==> config.mk <==
export PLATFORM = sky130hd
export DESIGN_NAME = riscv_lsu
export DESIGN_NICKNAME = d
export VERILOG_FILES = /design/src/rtl/riscv_lsu_pkg.sv /design/src/rtl/riscv_lsu_load_align.sv /design/src/rtl/riscv_lsu.sv
export SDC_FILE = /design/constraint.sdc
export NUM_CORES = 1
export LEC_CHECK = 0
export CAP_MARGIN = 20
export CORE_UTILIZATION = 49
export CTS_CLUSTER_DIAMETER = 50
export CTS_CLUSTER_SIZE = 10
export DETAILED_ROUTE_END_ITERATION = 7
export PLACE_DENSITY_LB_ADDON = 0.15
export SYNTH_ARGS = -nofsm -noshare
export SYNTH_HDL_FRONTEND = slang
export SYNTH_HIERARCHICAL = 1
export SYNTH_SLANG_ARGS = --single-unit
==> constraint.sdc <==
create_clock -name clk_i -period 7.4 [get_ports clk_i]
set_input_delay 1.48 -clock clk_i [delete_from_list [all_inputs] [get_ports clk_i]]
set_output_delay 1.48 -clock clk_i [all_outputs]
set_load 0.05 [all_outputs]
==> src/rtl/riscv_lsu_pkg.sv <==
// Shared encodings for the RISC-V load/store unit: funct3 access sizes,
// FSM state type and the size legality helper.
package riscv_lsu_pkg;

   localparam logic [2:0] LDST_B  = 3'd0;
   localparam logic [2:0] LDST_H  = 3'd1;
   localparam logic [2:0] LDST_W  = 3'd2;
   localparam logic [2:0] LDST_BU = 3'd4;
   localparam logic [2:0] LDST_HU = 3'd5;

   typedef enum logic [1:0] {
      IDLE = 2'd0,
      BUSY = 2'd1,
      DONE = 2'd2
   } lsu_state_e;

   function automatic logic size_legal(input logic [2:0] size);
      logic ok;
      case (size)
         LDST_B, LDST_H, LDST_W, LDST_BU, LDST_HU: ok = 1'b1;
         default:                                  ok = 1'b0;
      endcase
      return ok;
   endfunction

endpackage

==> src/rtl/riscv_lsu_load_align.sv <==
// Combinational load lane select: picks the addressed byte/halfword out of the
// memory word and sign- or zero-extends it according to funct3.
module lsu_load_align
   import riscv_lsu_pkg::*;
(
   input  logic [31:0] word_i,
   input  logic [1:0]  offset_i,
   input  logic [2:0]  size_i,
   output logic [31:0] result_o
);

   logic signed [7:0]  byte_s;
   logic signed [15:0] half_s;

   always_comb begin
      byte_s   = word_i[{offset_i, 3'b000} +: 8];
      // halfword accesses are already known to be 2-byte aligned
      half_s   = word_i[{offset_i[1], 4'b0000} +: 16];
      result_o = 32'h0;
      case (size_i)
         LDST_B:  result_o = {{24{byte_s[7]}}, byte_s};
         LDST_H:  result_o = {{16{half_s[15]}}, half_s};
         LDST_W:  result_o = word_i;
         LDST_BU: result_o = {24'h0, byte_s};
         LDST_HU: result_o = {16'h0, half_s};
         default: result_o = 32'h0;
      endcase
   end

endmodule

==> src/rtl/riscv_lsu.sv <==
// Single-outstanding load/store unit: accepts one core access, runs it against
// a ready-handshaked memory port and returns the extended load data.
module riscv_lsu
   import riscv_lsu_pkg::*;
(
   input  logic        clk_i,
   input  logic        rst_i,
   input  logic        core_req_i,
   input  logic        core_we_i,
   input  logic [2:0]  core_size_i,
   input  logic [31:0] core_addr_i,
   input  logic [31:0] core_wd_i,
   output logic [31:0] core_rd_o,
   output logic        core_stall_o,
   output logic        core_err_o,
   output logic        mem_req_o,
   output logic        mem_we_o,
   output logic [3:0]  mem_be_o,
   output logic [31:0] mem_addr_o,
   output logic [31:0] mem_wd_o,
   input  logic [31:0] mem_rd_i,
   input  logic        mem_ready_i
);

   function automatic logic [3:0] store_be(input logic [2:0] size, input logic [1:0] off);
      logic [3:0] be;
      case (size[1:0])
         2'd0:    be = 4'b0001 << off;
         2'd1:    be = 4'b0011 << off;
         default: be = 4'b1111;
      endcase
      return be;
   endfunction

   function automatic logic [31:0] store_wd(input logic [2:0] size, input logic [31:0] wd);
      logic [31:0] rep;
      case (size[1:0])
         2'd0:    rep = {4{wd[7:0]}};
         2'd1:    rep = {2{wd[15:0]}};
         default: rep = wd;
      endcase
      return rep;
   endfunction

   lsu_state_e  state_q, state_d;
   logic        we_q, we_d;
   logic [2:0]  size_q, size_d;
   logic [31:0] addr_q, addr_d;
   logic [31:0] wd_q, wd_d;
   logic [3:0]  be_q, be_d;
   logic [31:0] rd_q, rd_d;

   logic        misaligned;
   logic        req_bad;
   logic        accept;
   logic [31:0] load_res;

   lsu_load_align u_align (
      .word_i   (mem_rd_i),
      .offset_i (addr_q[1:0]),
      .size_i   (size_q),
      .result_o (load_res)
   );

   always_comb begin
      misaligned = (((core_size_i == LDST_H) || (core_size_i == LDST_HU)) && core_addr_i[0])
                || ((core_size_i == LDST_W) && (core_addr_i[1:0] != 2'b00));
      req_bad    = !size_legal(core_size_i) || misaligned;
      accept     = (state_q == IDLE) && core_req_i && !req_bad;
   end

   always_comb begin
      state_d = state_q;
      we_d    = we_q;
      size_d  = size_q;
      addr_d  = addr_q;
      wd_d    = wd_q;
      be_d    = be_q;
      rd_d    = rd_q;
      case (state_q)
         IDLE: begin
            if (accept) begin
               we_d    = core_we_i;
               size_d  = core_size_i;
               addr_d  = core_addr_i;
               wd_d    = store_wd(core_size_i, core_wd_i);
               be_d    = core_we_i ? store_be(core_size_i, core_addr_i[1:0]) : 4'b1111;
               state_d = BUSY;
            end
         end
         BUSY: begin
            if (mem_ready_i) begin
               if (!we_q) rd_d = load_res;
               state_d = DONE;
            end
         end
         // the core's request is still visible here for the retiring access
         DONE:    state_d = IDLE;
         default: state_d = IDLE;
      endcase
   end

   always_ff @(posedge clk_i or posedge rst_i) begin
      if (rst_i) begin
         state_q <= IDLE;
         we_q    <= 1'b0;
         size_q  <= 3'd0;
         addr_q  <= 32'h0;
         wd_q    <= 32'h0;
         be_q    <= 4'h0;
         rd_q    <= 32'h0;
      end else begin
         state_q <= state_d;
         we_q    <= we_d;
         size_q  <= size_d;
         addr_q  <= addr_d;
         wd_q    <= wd_d;
         be_q    <= be_d;
         rd_q    <= rd_d;
      end
   end

   // Stall/err depend on the live request, so they are gated by reset explicitly.
   always_comb begin
      core_stall_o = !rst_i && (accept || (state_q == BUSY));
      core_err_o   = !rst_i && (state_q == IDLE) && core_req_i && req_bad;
      core_rd_o    = rd_q;
      mem_req_o    = (state_q == BUSY);
      mem_we_o     = (state_q == BUSY) && we_q;
      mem_be_o     = be_q;
      mem_addr_o   = {addr_q[31:2], 2'b00};
      mem_wd_o     = wd_q;
   end

endmodule
==> key figures, run 1 <==
Power and ir drop
  • Part of the power in registers: 29.4%
  • P_int: 0.00179 W
  • Switch Pwr: 0.00138 W
  • Power Dens Cells: 403 mW/mm^2
  • Worst IR Drop VDD: 0.266 mV
  • Logic gate share of total power: 53.3%
  • Sw Ratio: 43.6%
  • Clk network pwr share: 17.3%
  • Total leakage power: 3.41 nW

Cells and area
  • Layout cells sized above 1: 25.4%
  • Commonest cells after routing, fill and taps aside: clkdlybuf4s50_1, dfrtp_1, mux2_2
  • Fin nets: 706
  • Post-route insts no fill: 747
  • Ant diodes: 0
  • Commonest non-fill, non-tap cell in the layout: clkdlybuf4s50_1
  • Area grow syn2layout: 38.1%

CTS
  • CTS resizes: 0
  • Clock Latency Late Sink: 0.35 ns
  • Root buffer cell: clkbuf_16
  • TritonCTS clock tree: yes
  • Worst-path clk slew: 0.07 ns
  • Clk buf depth: 2
  • Post-CTS Setup Inserts: 0
  • TritonCTS Sinks: 106
  • Hold_buf cts: 0
  • CTS HTree Levels: 3
  • Inserted Clock Buffers: 9

Setup path
  • R2R Path End: core_rd_o[15]
  • CP Data Arrival Time: 3.97 ns
  • Slowest-stage cell, CP: clkdlybuf4s50_1
  • Critical path's largest stage delay: 0.84 ns
  • Crit-path cells: clkdlybuf4s50_1 -> nor4_2 -> o211ai_1 -> a21oi_1 -> clkdlybuf4s50_1
  • Setup crit start: core_size_i[0]
  • Kind of critical path: primary input to primary output
  • R2R setup slack: 5.03 ns
  • Reg-to-reg startpoint: size_q[1]
  • Cell depth of the worst flop-to-flop path: 4
  • Most used cell, CP: clkdlybuf4s50_1
  • Worst path required time: 5.92 ns
  • Stages on the worst setup path: 5
  • Worst Setup Start Kind: primary input
  • CP Max Fanout: 15
  • Buffers & Inverters on Critical Path: 2
  • CP Capture Point: core_stall_o
  • CP delay by family, top: buffers and inverters
  • CP Capture Type: primary output

Timing
  • Fmax: 0.184 GHz
  • Final worst-path cycle share: 73.6%
  • Max-slew violation total from the final report: 0
  • Setup TNS Final: 0 ns
  • RSZ-0062 raised after global routing: no
  • Number of hold violations in the final report: 0
  • Worst slew pin tran: 0.925 ns
  • Period minus WS final: 5.45 ns
  • Max_slew headroom: 38.0%
  • Layout Skew: 0.0101 ns
  • Final setup vio count: 0

Route
  • 1st-pass router iterations: 4
  • Number of routed nets with antenna violations: 0
  • Residual DRC: 0
  • WL per Instance: 18.6 um
  • Vias per inst: 5.43
  • Vias: 4053
  • Starting DRT DRC Count: 212
  • Final WL: 13900 um

Synth
  • Synth Flop Type: dfrtp_1
  • Synth unique cells: 33
  • Netlist Area Pre-Place: 0.00569 mm^2
  • Register area share after synthesis: 46.6%
  • Top cell type's share of synthesized area: 46.6%
  • Synth Register Bits: 106
  • Area leader, netlist: dfrtp_1
  • Post-Syn Instances: 440
  • Yosys warning count: 6
  • Ys async rst share: 100%
  • Post-Syn Area per Cell: 12.9 um^2
  • EDFF count, synth: 0
  • Top cells by area, synth: dfrtp_1, mux2_4, mux2_2, buf_4, o211ai_1

Global route
  • Pin count of the biggest net entering global routing: 56
  • Vias in the first global route: 4290
  • First-pass GRT wire length: 21800 um
  • Total track usage: 23.9%
  • Antenna violations before repair: 0
  • Total gr overflow: 0

Die
  • Die area: 0.0121 mm^2
  • Initial Util: 51.4%
  • Io pins: 208
  • Die Y: 110 um
  • Chip width: 110 um
  • Core area: 0.0111 mm^2
  • Row cnt: 38

Placed design
  • Port-buffer cells: 205
  • HPWL after detailed placement: 9820 um
  • Routability cong.: 0.845
  • Cell count after placement: 730

Hold path
  • Hold WC Path Type: flop to flop

Flow run
  • Max-cap violations: 0

Run status
  • Status: complete, no violations
state kept, by name, summed over array words and instances, names as in the netlist:
| signal | count |
|---|---|
| addr_q | 32 |
| core_rd_o | 32 |
| mem_be_o | 4 |
| mem_wd_o | 32 |
| size_q | 3 |
| state_q | 2 |
| we_q | 1 |
area by class of cell:
cell class / instances / area, um^2
inverter: 2 / 10.0
clock buffer: 10 / 229
tap: 140 / 175
timing repair buffer: 211 / 2100
clock inverter: 6 / 114
sequential: 106 / 2650
multi-input combinational: 272 / 2590
fill: 828 / 3210
power groups by stage:
stage | clock network [W] | logic, W | registers [W]
4_1_cts | 0.000558 | 0.00169 | 0.000932
3_3_place_gp | 0 | 0.00167 | 0.000926
2_1_floorplan | 0 | 0.000763 | 0.00139
6_report | 0.000548 | 0.00169 | 0.000931
5_1_grt | 0.000584 | 0.00176 | 0.000959
3_5_place_dp | 0 | 0.00169 | 0.000936
worst min path at each step:
stage | startpoint | to | slack [ns] | cells after the start
2_1_floorplan | size_q[0] | size_q[0] | 0.46 | 1
6_report | addr_q[30] | addr_q[30] | 0.50 | 1
3_5_place_dp | addr_q[30] | addr_q[30] | 0.48 | 1
4_1_cts | addr_q[30] | addr_q[30] | 0.50 | 1
5_1_grt | addr_q[30] | addr_q[30] | 0.51 | 1
3_3_place_gp | addr_q[29] | addr_q[29] | 0.48 | 1
cells by family (layout without fill, tap and decap cells):
| family | Yosys count | count (layout) | share of synthesized area, % |
|---|---|---|---|
| multiplexers | 140 | 140 | 31.4 |
| other | 1 | 2 | 0.0659 |
| buffers and inverters | 63 | 229 | 8.15 |
| AO/OA/AOI/OAI | 71 | 71 | 8.13 |
| flip-flops | 106 | 106 | 46.6 |
| AND/OR/NAND/NOR | 59 | 59 | 5.69 |
per-stage QoR:
stage                     cell area, um^2  util, %  power (W)  hold slack [ns]  setup WS (ns)
after floorplan                      5700        -    0.00215            0.459           2.73
after global placement               7510     67.8    0.00259            0.478           1.95
after detailed placement             7510     67.8    0.00262            0.484           1.93
after CTS                            7860     70.9    0.00318            0.500           1.94
after global routing                 7860     71.0    0.00331            0.509           1.81
final                                7860     71.0    0.00317            0.501           1.95
cell usage after synthesis (2+ instances only):
| cell | count |
|---|---|
| nand3_1 | 16 |
| nand2b_1 | 5 |
| inv_1 | 2 |
| nor2_1 | 5 |
| nand2_1 | 15 |
| a22oi_1 | 13 |
| nor3b_1 | 2 |
| nor2b_1 | 8 |
| buf_6 | 10 |
| o221ai_1 | 2 |
| nor3b_2 | 2 |
| buf_2 | 12 |
| o21ai_1 | 5 |
| a21oi_1 | 8 |
| and2_1 | 2 |
| dfrtp_1 | 106 |
| mux2_4 | 59 |
| mux2_1 | 4 |
| buf_4 | 34 |
| clkbuf_1 | 4 |
| o211ai_1 | 18 |
| mux2_2 | 67 |
| o21ai_0 | 22 |
| mux2i_1 | 10 |
per-layer routing:
layer	GRT usage, %	share of wire, %	vias to the layer above
met2	40.0	48	167
met3	6.40	7.7	21
li1	-	-	1880
met5	0	0	-
met4	8.76	2.0	0
met1	29.6	42	1985
Note: power is estimated with default switching activity, not from simulation.
==> run 2, diff against run 1 <==
CORE_UTILIZATION = 41   (was 49)
clock period = 4.7 ns   (was 7.4 ns; I/O delays follow)
==> key figures, run 2 (synthesized netlist as in run 1, its figures left out) <==
Route
  • Final WL: 14000 um (+0.69%)
  • Vias per inst: 5.15 (-5.2%)
  • Vias: 4034 (-0.47%)
  • Residual DRC: 0 (unchanged)
  • Starting DRT DRC Count: 256 (+21%)
  • 1st-pass router iterations: 4 (unchanged)
  • WL per Instance: 17.8 um (-4.1%)
  • Number of routed nets with antenna violations: 0 (unchanged)

CTS
  • Hold_buf cts: 0 (unchanged)
  • CTS HTree Levels: 3 (unchanged)
  • Root buffer cell: clkbuf_16
  • TritonCTS clock tree: yes
  • Worst-path clk slew: 0.07 ns (about the same)
  • Inserted Clock Buffers: 9 (unchanged)
  • Clk buf depth: 2 (unchanged)
  • Post-CTS Setup Inserts: 0 (unchanged)
  • CTS resizes: 0 (unchanged)
  • Clock Latency Late Sink: 0.35 ns (about the same)
  • TritonCTS Sinks: 106 (unchanged)

Timing
  • Worst slew pin tran: 0.868 ns (-0.0571 ns)
  • Layout Skew: 0.00804 ns (-0.00204 ns)
  • RSZ-0062 raised after global routing: no
  • Max-slew violation total from the final report: 0 (unchanged)
  • Final setup vio count: 0 (unchanged)
  • Number of hold violations in the final report: 0 (unchanged)
  • Setup TNS Final: 0 ns (unchanged)
  • Period minus WS final: 3.71 ns
  • Max_slew headroom: 41.9% (+3.8 points)
  • Hold WS: 0.498 ns (-0.00331 ns)
  • Final worst-path cycle share: 79.0%
  • Fmax: 0.269 GHz

Global route
  • Total track usage: 19.8% (-4.2 points)
  • First-pass GRT wire length: 22100 um (+1.1%)
  • Vias in the first global route: 4109 (-4.2%)
  • Antenna violations before repair: 0 (unchanged)
  • Total gr overflow: 0 (unchanged)
  • Pin count of the biggest net entering global routing: 72 (+29%)

Placed design
  • HPWL after detailed placement: 9940 um (+1.2%)
  • Port-buffer cells: 205 (unchanged)
  • Routability cong.: 0.825 (-2.4%)

Power and ir drop
  • Worst IR Drop VDD: 0.280 mV (+5.0%)
  • Total leakage power: 3.43 nW (+0.38%)
  • Power Dens Cells: 624 mW/mm^2 (+55%)

Setup path
  • Worst Setup Start Kind: primary input
  • CP Max Fanout: 11 (-4)
  • CP Data Arrival Time: 2.77 ns (-1.20 ns)
  • CP Capture Type: primary output
  • Kind of critical path: primary input to primary output
  • Worst path required time: 3.76 ns (-2.16 ns)
  • R2R setup slack: 2.26 ns (-2.77 ns)

Cells and area
  • Fin nets: 708 (+0.28%)
  • Layout cells sized above 1: 25.8% (+0.45 points)
  • Ant diodes: 0 (unchanged)
  • Commonest non-fill, non-tap cell in the layout: clkdlybuf4s50_1
  • Fillers: 1105 (+33%)
  • Commonest cells after routing, fill and taps aside: clkdlybuf4s50_1, dfrtp_1, mux2_2
  • Area grow syn2layout: 38.9%

Die
  • Die Y: 120 um (+9.1%)
  • Io pins: 208 (unchanged)
  • Core area: 0.0134 mm^2 (+21%)
  • Chip width: 120 um (+9.1%)
  • Die area: 0.0144 mm^2 (+19%)
  • Initial Util: 42.5% (-8.9 points)
  • Row cnt: 42 (+11%)

Hold path
  • Hold WC Path Type: flop to flop

Run status
  • Status: complete, no violations

Flow run
  • Max-cap violations: 0 (unchanged)
## run 2: cell count changes in the layout (fill, tap and decap cells not counted)
cell	previous run	this run
buf_4	6	9
clkdlybuf4s50_1	205	203
clkinvlp_4	2	0
buf_12	0	1
bufinv_16	3	2
clkbuf_8	0	1
clkinv_2	0	1
## run 2: cell type report
class                   count  area, um^2  area share, %
multi-input cells         272        2590           32.7
repair buffers            213        2120           26.8
well taps                 176         220           2.79
clock buffers              11         243           3.07
clock inverters             4        73.8          0.934
inverters                   2        10.0          0.127
flip-flops and latches    106        2650           33.6
## run 2: power breakdown
part / switching [W] / total (W) / internal, W
Clock: 0.000339 / 0.000820 / 0.000480
Combinational: 0.00159 / 0.00265 / 0.00106
Sequential: 0.000234 / 0.00146 / 0.00123
Total: 0.00216 / 0.00493 / 0.00277
## run 2: path summary, 6_finish.rpt
path                                start             to  depth (start not counted)
min reg2reg                    addr_q[30]     addr_q[30]                          1
max reg2reg                     size_q[1]  core_rd_o[11]                          4
min in group asynchronous           rst_i      addr_q[0]                          2
max                        core_size_i[0]   core_stall_o                          5
max in group asynchronous           rst_i     addr_q[19]                          3
min                            addr_q[30]     addr_q[30]                          1
## run 2: metal layers
| metal | up-vias | part of all wire, % | GRT usage [%] |
|---|---|---|---|
| met5 | - | 0 | 0 |
| met4 | 0 | 1.5 | 6.64 |
| met3 | 16 | 6.7 | 5.28 |
| met2 | 149 | 46 | 30.5 |
| met1 | 1994 | 45 | 26.8 |
| li1 | 1875 | - | - |
## run 2: metrics by stage
step / area, um^2 / power (W) / util [%] / setup WS (ns) / instances
after floorplan: 5700 / 0.00339 / - / 0.971 / 441
after global placement: 7580 / 0.00410 / 56.6 / 0.729 / 768
after detailed placement: 7580 / 0.00413 / 56.6 / 0.634 / 768
after CTS: 7900 / 0.00496 / 58.9 / 0.977 / 783
after global routing: 7910 / 0.00514 / 59.0 / 0.824 / 784
final: 7910 / 0.00493 / 59.0 / 0.986 / 784
## run 2: critical path: stages
cell             delay, ns
clkdlybuf4s50_1       0.74
nor4_2                0.45
o211ai_1              0.17
a21oi_1               0.28
buf_12                0.18
==> run 3, diff against run 2 <==
clock period = 3.2 ns   (was 4.7 ns; I/O delays follow)
==> key figures, run 3 (synthesized netlist as in run 1, its figures left out) <==
Timing
  • Setup TNS Final: 0 ns (unchanged)
  • Final setup vio count: 0 (unchanged)
  • RSZ-0062 raised after global routing: no
  • Setup ws final: 0.446 ns (-0.540 ns)
  • Worst slew pin tran: 0.925 ns (+0.0573 ns)
  • Layout Skew: 0.0143 ns (+0.00625 ns)
  • Max-slew violation total from the final report: 0 (unchanged)
  • Number of hold violations in the final report: 0 (unchanged)
  • Fmax: 0.363 GHz
  • Hold WS: 0.498 ns (+0.0000870 ns)
  • Period minus WS final: 2.75 ns
  • Max_slew headroom: 38.0% (-3.8 points)
  • Final worst-path cycle share: 86.1%

CTS
  • Clk buf depth: 2 (unchanged)
  • Inserted Clock Buffers: 9 (unchanged)
  • Root buffer cell: clkbuf_16
  • TritonCTS clock tree: yes
  • Worst-path clk slew: 0.08 ns (about the same)
  • CTS resizes: 0 (unchanged)
  • Clock Latency Late Sink: 0.35 ns (about the same)
  • TritonCTS Sinks: 106 (unchanged)
  • Hold_buf cts: 0 (unchanged)
  • CTS HTree Levels: 3 (unchanged)
  • Post-CTS Setup Inserts: 0 (unchanged)

Placed design
  • Area post-placement: 0.00765 mm^2 (+0.91%)
  • Cell count after placement: 772 (+0.52%)
  • HPWL after detailed placement: 9920 um (-0.20%)
  • Port-buffer cells: 205 (unchanged)
  • Routability cong.: 0.818 (-0.75%)
  • DP Worst Slack: 0.392 ns (-0.241 ns)

Route
  • DR WL met2: 6480 um (-0.26%)
  • Number of routed nets with antenna violations: 0 (unchanged)
  • Residual DRC: 0 (unchanged)
  • Top layer in use: met4
  • Starting DRT DRC Count: 266 (+3.9%)
  • Final WL: 13800 um (-1.4%)
  • 1st-pass router iterations: 4 (unchanged)
  • M1 wire length: 6000 um (-5.5%)
  • Vias: 4022 (-0.30%)
  • WL per Instance: 17.5 um (-1.9%)
  • Wire length on met3: 1150 um (+23%)
  • Vias per inst: 5.10 (-0.80%)

Die
  • Initial Util: 42.5% (unchanged)
  • Die Y: 120 um (unchanged)
  • Io pins: 208 (unchanged)
  • Row cnt: 42 (unchanged)
  • Chip width: 120 um (unchanged)
  • Core area: 0.0134 mm^2 (unchanged)
  • Die area: 0.0144 mm^2 (unchanged)

Setup path
  • R2R setup slack: 0.97 ns (-1.29 ns)
  • CP Data Arrival Time: 2.11 ns (-0.66 ns)
  • CP Capture Type: primary output
  • CP Max Fanout: 8 (-3)
  • Worst path required time: 2.56 ns (-1.20 ns)
  • Kind of critical path: primary input to primary output
  • Worst Setup Start Kind: primary input

Global route
  • Vias in the first global route: 4226 (+2.8%)
  • Antenna violations before repair: 0 (unchanged)
  • First-pass GRT wire length: 22000 um (-0.31%)
  • Pin count of the biggest net entering global routing: 74 (+2.8%)
  • Total track usage: 19.8% (+0.060 points)
  • Total gr overflow: 0 (unchanged)

Hold path
  • Hold WC Path Type: flop to flop

Cells and area
  • Area grow syn2layout: 40.2%
  • Final Cell Area: 0.00798 mm^2 (+0.93%)
  • Commonest non-fill, non-tap cell in the layout: clkdlybuf4s50_1
  • Ant diodes: 0 (unchanged)
  • Layout cells sized above 1: 26.3% (+0.48 points)
  • Commonest cells after routing, fill and taps aside: clkdlybuf4s50_1, dfrtp_1, mux2_2
  • Fin nets: 711 (+0.42%)
  • Post-route insts no fill: 788 (+0.51%)

Power and ir drop
  • Power Dens Cells: 912 mW/mm^2 (+46%)
  • Worst IR Drop VDD: 0.410 mV (+47%)
  • Total leakage power: 3.45 nW (+0.69%)

Flow run
  • Max-cap violations: 0 (unchanged)

Run status
  • Status: complete, no violations
[run 3: changes by cell type in the layout (fill, tap and decap cells not counted)]
cell	previous run	this run
clkinvlp_4	0	3
clkinv_2	1	0
inv_4	1	0
inv_6	1	0
inv_8	0	1
buf_12	1	4
[run 3: worst paths after layout]
check / startpoint / endpoint / cells past startpoint
worst min register to register: addr_q[29] / addr_q[29] / 1
worst max-delay path: core_addr_i[0] / core_stall_o / 5
worst max register to register: addr_q[1] / core_rd_o[14] / 4
worst min-delay path: addr_q[29] / addr_q[29] / 1
min in group asynchronous: rst_i / mem_wd_o[10] / 2
max in group asynchronous: rst_i / addr_q[4] / 3
[run 3: critical path, cell delays in order]
cell	delay [ns]
clkdlybuf4s50_1	0.53
nor4_2	0.34
o211ai_1	0.21
a21oi_1	0.18
buf_4	0.21
[run 3: per-layer routing]
metal	GRT usage, %	vias to the layer above
met5	0	-
met4	6.56	0
met3	6.13	11
met2	31.8	158
met1	25.4	1961
li1	-	1892
[run 3: cell type report]
cell class / instances / area (um^2)
timing repair buffer: 216 / 2180
clock buffer: 11 / 243
clock inverter: 5 / 86.3
tap: 176 / 220
fill: 1098 / 5420
multi-input combinational: 272 / 2590
inverter: 2 / 11.3
sequential: 106 / 2650
[run 3: through the flow]
step | utilization, % | power (W)
final | 59.5 | 0.00728
after global routing | 59.5 | 0.00761
after CTS | 59.5 | 0.00734
after detailed placement | 57.1 | 0.00608
after global placement | 57.1 | 0.00604
after floorplan | - | 0.00497
[run 3: power breakdown]
part | total [W] | internal, W | switching, W | leakage, nW
clock network | 0.00123 | 0.000714 | 0.000514 | 0.154
registers | 0.00212 | 0.00181 | 0.000315 | 1.28
logic | 0.00393 | 0.00156 | 0.00236 | 2.01
total | 0.00728 | 0.00409 | 0.00319 | 3.45
==> RTL edit 1: new RTL, settings of run 3 <==
Re-encode `lsu_state_e` (3 states) as one-hot, 3 bits wide.
--- a/src/rtl/riscv_lsu_pkg.sv
+++ b/src/rtl/riscv_lsu_pkg.sv
@@ -8,10 +8,10 @@
    localparam logic [2:0] LDST_BU = 3'd4;
    localparam logic [2:0] LDST_HU = 3'd5;
 
-   typedef enum logic [1:0] {
-      IDLE = 2'd0,
-      BUSY = 2'd1,
-      DONE = 2'd2
+   typedef enum logic [2:0] {
+      IDLE = 3'b001,
+      BUSY = 3'b010,
+      DONE = 3'b100
    } lsu_state_e;
 
    function automatic logic size_legal(input logic [2:0] size);
Behaviour: same outputs for any inputs over 4 cycles, from zero or initial values and one cycle with rst_i high; so few cycles prove little.
==> RTL edit 1 against run 3 <==
- cell count grew 0.63%
- critical endpoint unchanged
- via count grew 0.82%
- first-iteration DRC count shrank 34%
- sequential cell count grew 1
- highest routed layer unchanged
- power shrank 9.6%
- synthesized area grew 0.86%
- routed wire length grew 1.5%
- clock skew shrank 8.4 ps
- worst setup slack lost 170 ps
- combinational power shrank 13%
- largest cell class unchanged
- worst hold slack lost 8.2 ps
- final area grew 0.44%
==> RTL edit 1: results (changes against run 3) <==
Power and ir drop:
- The power dissipated in combinational cells is 3.41 mW (was 3.93 mW).
- The design internal power is 3.77 mW (was 4.09 mW).
- The switching power is 2.80 mW (was 3.19 mW).
- The worst-case vdd ir drop was 0.468 mV (was 0.410 mV).

Critical path:
- The arrival time reported for the critical path endpoint was 2280 ps (was 2110 ps).
- The cell family contributing the most delay on the critical path is compound AO/OA/AOI/OAI gates (was buffers and inverters).

Outcome:
- Result of the run: complete, no violations (unchanged).

Route:
- The ratio of routed vias to standard cells is 5.11 (was 5.10).

Layout:
- The layout clock buffer count is 12 (was 11).
- The total area of multi-input combinational cells is 2630 um2 (was 2590 um2).
- The share of post-route cells with drive strength above 1 came to 0.272 (was 0.263).
- The non-clock buffer area fraction after layout is 0.270 (was 0.273).
- The register area came to 2680 um2 (was 2650 um2).
- The final net count was 716 (was 711).
- The number of flip-flops and latches is 107 (was 106).
- The multi-input logic cell count was 275 (was 272).

Timing:
- The actual transition at the worst max-transition pin is 940 ps (was 925 ps).

GRT:
- The total global-route track usage is 0.195 (was 0.198).
- The number of global-route vias before repair is 4219 (was 4226).
- The first-pass GRT wire length was 22000 um (about the same).

Synthesis:
- The share of cell area taken by muxes after synthesis was 0.311 (was 0.314).
- The average size of a mapped cell is 12.9 um2 (about the same).
- Most instantiated cells after synthesis: sky130_fd_sc_hd__dfrtp_1 (106), sky130_fd_sc_hd__mux2_2 (71), sky130_fd_sc_hd__mux2_4 (59), sky130_fd_sc_hd__buf_4 (34), sky130_fd_sc_hd__o21ai_0 (21) (was sky130_fd_sc_hd__dfrtp_1 (106), sky130_fd_sc_hd__mux2_2 (67), sky130_fd_sc_hd__mux2_4 (59), sky130_fd_sc_hd__buf_4 (34), sky130_fd_sc_hd__o21ai_0 (22)).
- The number of library cell types mapped by synthesis is 37 (was 33).

Placed design:
- The number of placed instances, taps included was 777 (was 772).
- The final RePlAce weighted congestion is 0.850 (was 0.818).
RTL edit 1: metrics by stage:
step                      instance area (um2)  hold WS [ps]  worst slack [ps]
final                                    8010           490               280
after global routing                     8010           514               184
after CTS                                8010           489               272
after detailed placement                 7710           468               267
after global placement                   7710           461               304
after floorplan                          5760           442              -171
RTL edit 1: path summary, 6_finish.rpt:
| path | startpoint | end | slack, ps | depth (start not counted) |
|---|---|---|---|---|
| setup / recovery | core_addr_i[0] | core_stall_o | 280 | 5 |
| hold / removal | state_q[2] | state_q[1] | 490 | 1 |
| setup reg to reg | addr_q[1] | core_rd_o[15] | 910 | 4 |
| hold reg to reg | state_q[2] | state_q[1] | 490 | 1 |
| max in group asynchronous | rst_i | addr_q[9] | 1110 | 4 |
| min in group asynchronous | rst_i | mem_wd_o[19] | 920 | 3 |
RTL edit 1: metal layers:
metal	global-route usage	wire length (um)	vias to the layer above
met5	0	0	-
met4	0.0702	174	0
met3	0.0519	1060	13
met2	0.299	6470	142
met1	0.266	6290	1996
li1	-	-	1904
==> RTL edit 2: new RTL, config.mk and constraints of run 3 <==
Without the edit above. Put a register stage on the output `core_err_o`. The value now appears one clock later. The other outputs are not delayed to match.
--- a/src/rtl/riscv_lsu.sv
+++ b/src/rtl/riscv_lsu.sv
@@ -21,6 +21,8 @@
    input  logic [31:0] mem_rd_i,
    input  logic        mem_ready_i
 );
+
+   logic core_err_d;
 
    function automatic logic [3:0] store_be(input logic [2:0] size, input logic [1:0] off);
       logic [3:0] be;
@@ -123,7 +125,7 @@
    // Stall/err depend on the live request, so they are gated by reset explicitly.
    always_comb begin
       core_stall_o = !rst_i && (accept || (state_q == BUSY));
-      core_err_o   = !rst_i && (state_q == IDLE) && core_req_i && req_bad;
+      core_err_d   = !rst_i && (state_q == IDLE) && core_req_i && req_bad;
       core_rd_o    = rd_q;
       mem_req_o    = (state_q == BUSY);
       mem_we_o     = (state_q == BUSY) && we_q;
@@ -132,4 +134,8 @@
       mem_wd_o     = wd_q;
    end
 
+   always_ff @(posedge clk_i) begin
+      core_err_o <= core_err_d;
+   end
+
 endmodule
Formal check against the unedited RTL: not equivalent (a bounded check fails within 4 cycles, from zero or initial values and one cycle with rst_i high).
==> RTL edit 2 against run 3 <==
- routed wire length up 0.23%
- worst setup slack got worse by 81 ps
- sequential cell count is 1 higher
- sequential share of layout area is 0.41 points higher
- clock power decreased by 12%
- power is 1.9% lower
- synthesized area grew 0.35%
- cell count is 0.13% higher
- core utilization decreased by 0.28 points
- final area decreased by 0.47%
- global-route usage fell by 0.22 points
- combinational power hardly changed
- synthesized cell count increased by 0.23%
- highest routed layer unchanged
==> RTL edit 2: results (changes against run 3) <==
Synthesis:
- The sequential fraction of the synthesis area came to 0.468 (was 0.466).
- The area fraction in compound gates after synthesis came to 0.0810 (was 0.0813).
- The share of cell area taken by muxes after synthesis is 0.313 (was 0.314).
- Largest cells by area after synthesis: sky130_fd_sc_hd__dfrtp_1 (46%), sky130_fd_sc_hd__mux2_4 (16%), sky130_fd_sc_hd__mux2_2 (13%) (was sky130_fd_sc_hd__dfrtp_1 (47%), sky130_fd_sc_hd__mux2_4 (16%), sky130_fd_sc_hd__mux2_2 (13%)).
- The share of flip-flops with an asynchronous set or reset was 0.991 (was 1.00).
- The number of library cell types mapped by synthesis is 34 (was 33).
- The adder and majority cell fraction of the synthesized area is 0 (unchanged).
- The share of Yosys cell area claimed by the top area cell type is 0.464 (was 0.466).

Placed design:
- The final RePlAce weighted congestion is 0.768 (was 0.818).

Critical path:
- The arrival time reported for the critical path endpoint is 2200 ps (was 2110 ps).

Power and ir drop:
- The worst-case vdd ir drop is 0.371 mV (was 0.410 mV).
- The leakage component of the power came to 3.43 nW (was 3.45 nW).

Outcome:
- Result of the run: complete, no violations (unchanged).

GRT:
- The fraction of met2 tracks used by global routing is 0.307 (was 0.318).
- The first-pass GRT wire length is 21800 um (was 22000 um).
- The met1 demand-to-capacity share in global routing is 0.254 (about the same).
- The number of global-route vias before repair came to 4129 (was 4226).
- The maximum number of pins on one net before global-route repair is 74 (unchanged).
- The total global-route track usage was 0.196 (was 0.198).
- The met3 global-route usage is 0.0642 (was 0.0613).

Route:
- The average wire length per cell after detail routing was 17.5 um (about the same).
- The ratio of routed vias to standard cells is 5.09 (was 5.10).
- The starting DRC count in detailed routing is 225 (was 266).

Clock tree:
- The level count of the clock H-tree is 3 (unchanged).
- The clock root buffer is sky130_fd_sc_hd__clkbuf_16 (unchanged).

Layout:
- The final net count came to 712 (was 711).
- The share of post-route cells with drive strength above 1 is 0.258 (was 0.263).
- The layout filler cell count was 1126 (was 1098).

Timing:
- The actual transition at the worst max-transition pin is 852 ps (was 925 ps).
- The clock skew after layout is 6.50 ps (was 14.3 ps).
RTL edit 2: changes by cell type after synthesis, sizes merged:
cell	before	now
dfxtp	0	1
RTL edit 2: path summary, 6_finish.rpt:
check	cells past startpoint	from	to	slack, ps
setup / recovery	5	core_addr_i[0]	core_stall_o	360
hold / removal	1	addr_q[29]	addr_q[29]	500
setup reg to reg	4	addr_q[1]	core_rd_o[12]	970
hold reg to reg	1	addr_q[29]	addr_q[29]	500
max in group asynchronous	3	rst_i	addr_q[9]	1590
min in group asynchronous	2	rst_i	state_q[1]	870
RTL edit 2: area by class of cell:
type                    instances  area [um2]  area share
inverters                       2        11.3     0.00142
clock buffers                  14         264      0.0332
clock inverters                 2        17.5     0.00221
repair buffers                216        2170       0.273
multi-input cells             272        2590       0.326
well taps                     176         220      0.0277
flip-flops and latches        107        2670       0.337
RTL edit 2: stage by stage:
step                      instances  area (um2)  total power [mW]  hold slack [ps]  setup slack [ps]
after floorplan                 442        5720              4.99              459               207
after global placement          773        7660              6.05              476               371
after detailed placement        773        7660              6.10              489               370
after CTS                       789        7940              7.21              506               364
after global routing            789        7940              7.46              515               241
final                           789        7940              7.14              499               364
RTL edit 2: cells by family (layout without fill, tap and decap cells):
family                 count (synthesis)  in the layout
muxes                                140            140
DFF                                  107            107
AOI/OAI and AO/OA                     71             71
buffers and inverters                 63            234
and+or+nand+nor                       59             59
other                                  1              2
RTL edit 2: power by group:
group / total (mW) / switching [mW] / internal (mW) / leakage [nW]
logic: 3.93 / 2.36 / 1.56 / 2.01
clock network: 1.08 / 0.501 / 0.577 / 0.137
registers: 2.14 / 0.314 / 1.82 / 1.29
RTL edit 2: metal layers:
layer  routed length [um]  up-vias
li1                     -     1894
met1                 6040     1961
met2                 6420      150
met3                 1190       14
met4                  173        0
met5                    0        -
